[config.mk]
export PLATFORM = sky130hd
export DESIGN_NAME = adlv_cpa_seq
export DESIGN_NICKNAME = d
export VERILOG_FILES = /design/src/rtl/adlv_cpa_seq.sv
export SDC_FILE = /design/constraint.sdc
export NUM_CORES = 1
export LEC_CHECK = 0
export CAP_MARGIN = 20
export CORE_UTILIZATION = 45
export CTS_CLUSTER_DIAMETER = 50
export DETAILED_ROUTE_END_ITERATION = 16
export PLACE_DENSITY = 0.73
export SLEW_MARGIN = 20
export SYNTH_ARGS = -nofsm -noshare
export SYNTH_HDL_FRONTEND = slang
export SYNTH_SLANG_ARGS = --single-unit
[constraint.sdc]
create_clock -name clk -period 6.5 [get_ports clk]
set_input_delay 0.975 -clock clk [delete_from_list [all_inputs] [get_ports clk]]
set_output_delay 0.975 -clock clk [all_outputs]
set_load 0.005 [all_outputs]
[src/rtl/adlv_cpa_seq.sv]
// Iterative carry-propagate resolver: turns a redundant (sum, carry) pair into
// a binary result, CHUNK bits per clock, carry held between chunks.
module adlv_cpa_seq #(
  parameter int unsigned W     = 23,
  parameter int unsigned CHUNK = 8
) (
  input  logic           clk,
  input  logic           rst,
  input  logic           in_valid,
  output logic           in_ready,
  input  logic [W-1:0]   s_in,
  input  logic [W-1:0]   e_in,
  output logic           out_valid,
  input  logic           out_ready,
  output logic [W+1:0]   res,
  output logic           busy
);

  localparam int unsigned NCH = (W + 1) / CHUNK;
  localparam int unsigned CW  = (NCH > 1) ? $clog2(NCH) : 1;

  if ((W + 1) % CHUNK != 0) begin : g_bad_chunk
    $error("adlv_cpa_seq: (W+1) must be a multiple of CHUNK");
  end

  typedef enum logic [1:0] {
    IDLE = 2'd0,
    RUN  = 2'd1,
    DONE = 2'd2
  } state_t;

  state_t          state_q;
  logic [W:0]      opa_q;
  logic [W:0]      opb_q;
  logic            carry_q;
  logic [CW-1:0]   cnt_q;
  logic [W+1:0]    res_q;
  logic            in_ready_q;
  logic            out_valid_q;
  logic            busy_q;
  logic [CHUNK:0]  chunk_sum_d;

  // Operands shift right each RUN cycle, so the adder always reads the low slice.
  always_comb begin
    chunk_sum_d = '0;
    chunk_sum_d = {1'b0, opa_q[CHUNK-1:0]} + {1'b0, opb_q[CHUNK-1:0]}
                + {{CHUNK{1'b0}}, carry_q};
  end

  always_ff @(posedge clk) begin
    if (rst) begin
      state_q     <= IDLE;
      opa_q       <= '0;
      opb_q       <= '0;
      carry_q     <= 1'b0;
      cnt_q       <= '0;
      res_q       <= '0;
      in_ready_q  <= 1'b1;
      out_valid_q <= 1'b0;
      busy_q      <= 1'b0;
    end else begin
      case (state_q)
        IDLE: begin
          if (in_valid) begin
            opa_q      <= {1'b0, s_in};
            opb_q      <= {e_in, 1'b0};
            carry_q    <= 1'b0;
            cnt_q      <= '0;
            state_q    <= RUN;
            in_ready_q <= 1'b0;
            busy_q     <= 1'b1;
          end
        end
        RUN: begin
          opa_q                          <= opa_q >> CHUNK;
          opb_q                          <= opb_q >> CHUNK;
          res_q[cnt_q*CHUNK +: CHUNK]    <= chunk_sum_d[CHUNK-1:0];
          carry_q                        <= chunk_sum_d[CHUNK];
          if (cnt_q == CW'(NCH - 1)) begin
            res_q[W+1]  <= chunk_sum_d[CHUNK];
            state_q     <= DONE;
            out_valid_q <= 1'b1;
          end else begin
            cnt_q <= cnt_q + 1'b1;
          end
        end
        DONE: begin
          if (out_ready) begin
            state_q     <= IDLE;
            out_valid_q <= 1'b0;
            in_ready_q  <= 1'b1;
            busy_q      <= 1'b0;
          end
        end
        default: begin
          state_q     <= IDLE;
          in_ready_q  <= 1'b1;
          out_valid_q <= 1'b0;
          busy_q      <= 1'b0;
        end
      endcase
    end
  end

  assign in_ready  = in_ready_q;
  assign out_valid = out_valid_q;
  assign busy      = busy_q;
  assign res       = res_q;

endmodule

=== Yosys cells after proc, flatten, opt, wreduce, memory -nomap -nowiden ===
Index checks and enable logic that the tools add are counted.
Widths: inputs -> output; s select.

* Bits in registers: 81
* Output and inout bits: 28
* Input port bits: 50
* Logic and storage cells: 53

* Bitwise operators: 2
* Reductions and logical operators: 7
* Mux-type cells: 22
* Shifts and indexed selects: 2
* Add/subtract/negate cells: 4
* Equality and inequality tests: 7

{| class="wikitable"
|+ Operators with widths
! cell !! count
|-
| $pmux 24 s2 || 2
|-
| $mux 24 || 2
|-
| $neg 5->34 || 1
|-
| $shift 8x34->25 const A || 1
|-
| $shiftx 8x34->25 || 1
|-
| $bwmux 25 || 1
|-
| $reduce_and 3->1 || 4
|-
| $mux 2 || 5
|-
| $add 8x8->9 || 1
|-
| $add 9x1->9 || 1
|-
| $pmux 1 s3 || 3
|-
| $ne 2x2->1 const B || 4
|-
| $mux 1 || 6
|-
| $pmux 2 s3 || 1
|-
| $eq 2x2->1 const B || 2
|-
| $pmux 2 s2 || 1
|-
| $add 2x1->2 const B || 1
|-
| $eq 2x1->1 const B || 1
|-
| $logic_not 2->1 || 1
|-
| $not 1->1 || 2
|-
| $pmux 1 s2 || 1
|-
| $reduce_and 2->1 || 1
|-
| $reduce_bool 2->1 || 1
|}

=== Longest topological paths before layout ===
* Depth in word-level cells: 5
* Depth in mapped cells: 7

=== Worst setup path after synthesis ===
OpenSTA, ideal clock, no wires.

* Path kind: register -> register
* Start point: reg opa_q[0]
* End point: reg carry_q
* Setup slack: 4.377 ns
* Required time: 6.384 ns
* Library setup time: 0.116 ns
* Data arrival time: 2.006 ns
* Stages on the path, launching flop included: 8
* Path through: dfxtp_1 -> fa_1 -> fa_1 -> a21oi_1 -> o211ai_1 -> a221oi_1 -> nor3_1 -> a31o_2

* Cells in the longest elaborated chain, start to end: 3

{| class="wikitable"
|+ Ends and longest elaborated chain
! item !! RTL line !! source
|-
| start, declared || 33 || <nowiki>logic [W:0] opa_q;</nowiki>
|-
| start signal, assigned || 65 || <nowiki>opa_q <= {1'b0, s_in};</nowiki>
|-
| start signal, assigned || 75 || <nowiki>opa_q <= opa_q >> CHUNK;</nowiki>
|-
| $add 8x8->9 || 46 || <nowiki>chunk_sum_d = {1'b0, opa_q[CHUNK-1:0]} + {1'b0, opb_q[CHUNK-1:0]}</nowiki>
|-
| $add 9x1->9 || 47 || <nowiki>+ {{CHUNK{1'b0}}, carry_q};</nowiki>
|-
| $pmux 1 s2 || 62 || <nowiki>case (state_q)</nowiki>
|-
| end signal, assigned || 78 || <nowiki>carry_q <= chunk_sum_d[CHUNK];</nowiki>
|-
| end, declared || 35 || <nowiki>logic carry_q;</nowiki>
|}

No other way between the ends.
A chain may end at the register's enable or synchronous reset.

=== Final worst setup path ===
Ends and elaborated chain as after synthesis.

==> results.cfg <==
[cts]
tritoncts = yes
cts_resized = 0
numClockSinks = 80
clk_latency_ns = 0.33
post-cts-setup-buffer-count = 0
clk_pin_slew_ns = 0.08
cts-root-buf = clkbuf_8
cts_buffers = 9
cts_buffer_depth = 2
cts-htree-levels = 3
hold_buffers = 0

[yosys]
synth_seq_area_share = 0.4633
yosys_warnings = 0
yosysUniqueCellTypes = 43
syn_inst = 388
synthAdderAreaFrac = 0.05863
syn_area_um2 = 3457
synth_xor_area_frac = 0.01267
synthSimpleGateAreaFrac = 0.1983
synth-main-ff-cell = dfxtp_1
avgSynthCellArea_um2 = 8.910
synthMuxAreaShare = 0
synthesis.nets = 453
ys_seq_elements = 80
synth_top_family_by_area = compound AO/OA/AOI/OAI gates
synth-edff-count = 0
synth-compound-area-share = 0.2277
async_reset_ff_frac = 0

[floorplan]
num_io_pins = 78
die_x_um = 89.65
initial_core_util = 0.4716
dieArea_um2 = 8037
rows = 31
core-area_um2 = 7331
fp.dieH_um = 89.65

[finish]
register_area_um2 = 1602
drive_gt1_frac = 0.06346
final_area_um2 = 4438
layout.cells.non_filler = 556
layout_common_cells = dfxtp_1 (80), clkdlybuf4s50_1 (76), nor2_1 (68)
fill_cells = 649
multi_input_area_um2 = 1730
final_nets = 517
diodes = 0
layout_commonest_cell = dfxtp_1
areaGrowthSynthToFinish_pct = 28.38

[power]
intPower_mw = 0.7565
sequentialPowerShare = 0.515
ir_drop_mv = 0.1178
clkPwrFrac = 0.303
pwr-share-comb = 0.182
leakagePower_nw = 1.713
swShare = 0.2795
switchingPower_mw = 0.2935
p_per_area_nw_per_um2 = 236.6

[worst_setup_path]
r2r_end = carry_q
crit_type = register to register
cp.required_ns = 6.73
r2r_slack_ns = 4.02
r2r_start = opa_q[0]
critPathBufInv = 0
cpPeakStageDelay_ns = 0.51
crit_top_cell = fa_1
cp_top_family = compound AO/OA/AOI/OAI gates
r2r_cells = 7
worstSetupStartpointType = register
crit_arrival_ns = 2.72
crit_fanout = 3
slowest_stage = fa_1
endpoint_kind = register
path_cells = fa_1, fa_1, a21oi_1, o211ai_1, a221oi_1, nor3_1, a31o_2

[timing]
worstMarginPinSlew_ns = 0.9084
rsz0062_at_grt = no
skew_ns = 0.004896
finalSetupViolCount = 0
fin_crit_ns = 2.484
drv_slew = 0
finalHoldViolations = 0
fin_setup_tns_ns = 0
slew_headroom = 0.3931
fin_crit_sh = 0.3822
fmax_ghz = 0.4025

[global_routing]
antenna_found_initial = 0
grt-ovfl-total = 0
grt_first_pass_wirelength_um = 12680
grt_max_degree = 71
track_usage = 0.2087
grt_pass1_vias = 2591

[min_path]
min_from = opb_q[22]
whs_path_depth = 2
holdPathEnd = opb_q[14]
min_path_type = register to register

[detailed_routing]
drc = 0
drt_iter0_drc = 225
first_pass_iters = 4
wl_um = 7861
via_count = 2966
via_per_inst = 5.335
wl_per_cell_um = 14.14
postRouteAntennaNets = 0

[placed_design]
placed_area_um2 = 4250
place.gp.congestion = 0.8444
portBuffers = 77
placed_cells = 539
hpwl_um = 5508

[flow_run]
max-cap-violations = 0

[run_status]
status = complete, no violations
-- how the worst max path moves through the flow --
stage,cells past startpoint,endpoint,startpoint
floorplan,7,carry_q,opa_q[0]
global placement,6,cnt_q[0],in_valid
detailed placement,5,opa_q[11],in_valid
CTS,5,opb_q[8],in_valid
global route,5,res[6],state_q[0]
finish,7,carry_q,opa_q[0]
-- layout make-up --
| cell class | instances | share of cell area |
|---|---|---|
| Inverter | 6 | 0.005075 |
| Multi-Input combinational cell | 276 | 0.3899 |
| Tap cell | 99 | 0.02791 |
| Clock buffer | 13 | 0.03355 |
| Clock inverter | 3 | 0.003947 |
| Timing Repair Buffer | 79 | 0.1787 |
| Sequential cell | 80 | 0.3609 |
-- synth_stat cells (3+ instances only) --
cell	count	area, um2
o21ai_0	5	25.02
a21oi_1	12	60.06
nor3_1	3	15.01
nor2_1	70	262.8
inv_1	6	22.52
buf_2	7	35.03
a22o_1	10	87.58
dfxtp_1	80	1602
a311oi_1	30	262.8
a32o_1	3	30.03
clkbuf_1	17	63.81
xor2_1	3	26.28
a22oi_1	29	217.7
ha_1	13	162.7
nand2_1	66	247.7
-- registers in the layout, summed over array words and instances (netlist names) --
register / count
busy: 1
carry_q: 1
cnt_q: 2
in_ready: 1
opa_q: 23
opb_q: 24
out_valid: 1
res: 25
state_q: 2
-- kinds of logic after synthesis --
group | Yosys count
AO/OA/AOI/OAI | 101
XOR/XNOR | 5
adder cells (fa/ha/maj) | 15
buffers and inverters | 32
flip-flops | 80
AND/OR/NAND/NOR | 155
-- power groups by stage --
stage | clock network [mW] | logic [mW] | registers, mW
global placement | 0 | 0.187 | 0.551
finish | 0.318 | 0.192 | 0.540
CTS | 0.323 | 0.191 | 0.540
detailed placement | 0 | 0.190 | 0.551
floorplan | 0 | 0.125 | 0.546
global route | 0.353 | 0.214 | 0.544
-- layer usage --
layer	track usage	routed length [um]	vias to the layer above
li1	-	-	1516
met1	0.2990	3848	1364
met2	0.3209	3630	80
met3	0.03199	324	6
met4	0.06926	57	0
met5	0	0	-
-- through the flow --
stage | hold WS (ns) | util | worst slack [ns] | total power, mW
global route | 0.4951 | 0.6054 | 3.869 | 1.111
detailed placement | 0.4552 | 0.5798 | 3.597 | 0.7417
finish | 0.4777 | 0.6054 | 4.016 | 1.050
global placement | 0.4561 | 0.5795 | 3.534 | 0.7375
CTS | 0.4769 | 0.6025 | 3.946 | 1.054
floorplan | 0.4527 | - | 4.377 | 0.6705
-- worst reg2reg max path, cell delays in order, from the launching register on --
cell and delay (ns):
dfxtp_1 0.33, fa_1 0.51, fa_1 0.43, a21oi_1 0.27, o211ai_1 0.13, a221oi_1 0.33, nor3_1 0.12, a31o_2 0.25
(Power assumes the default switching activity.)
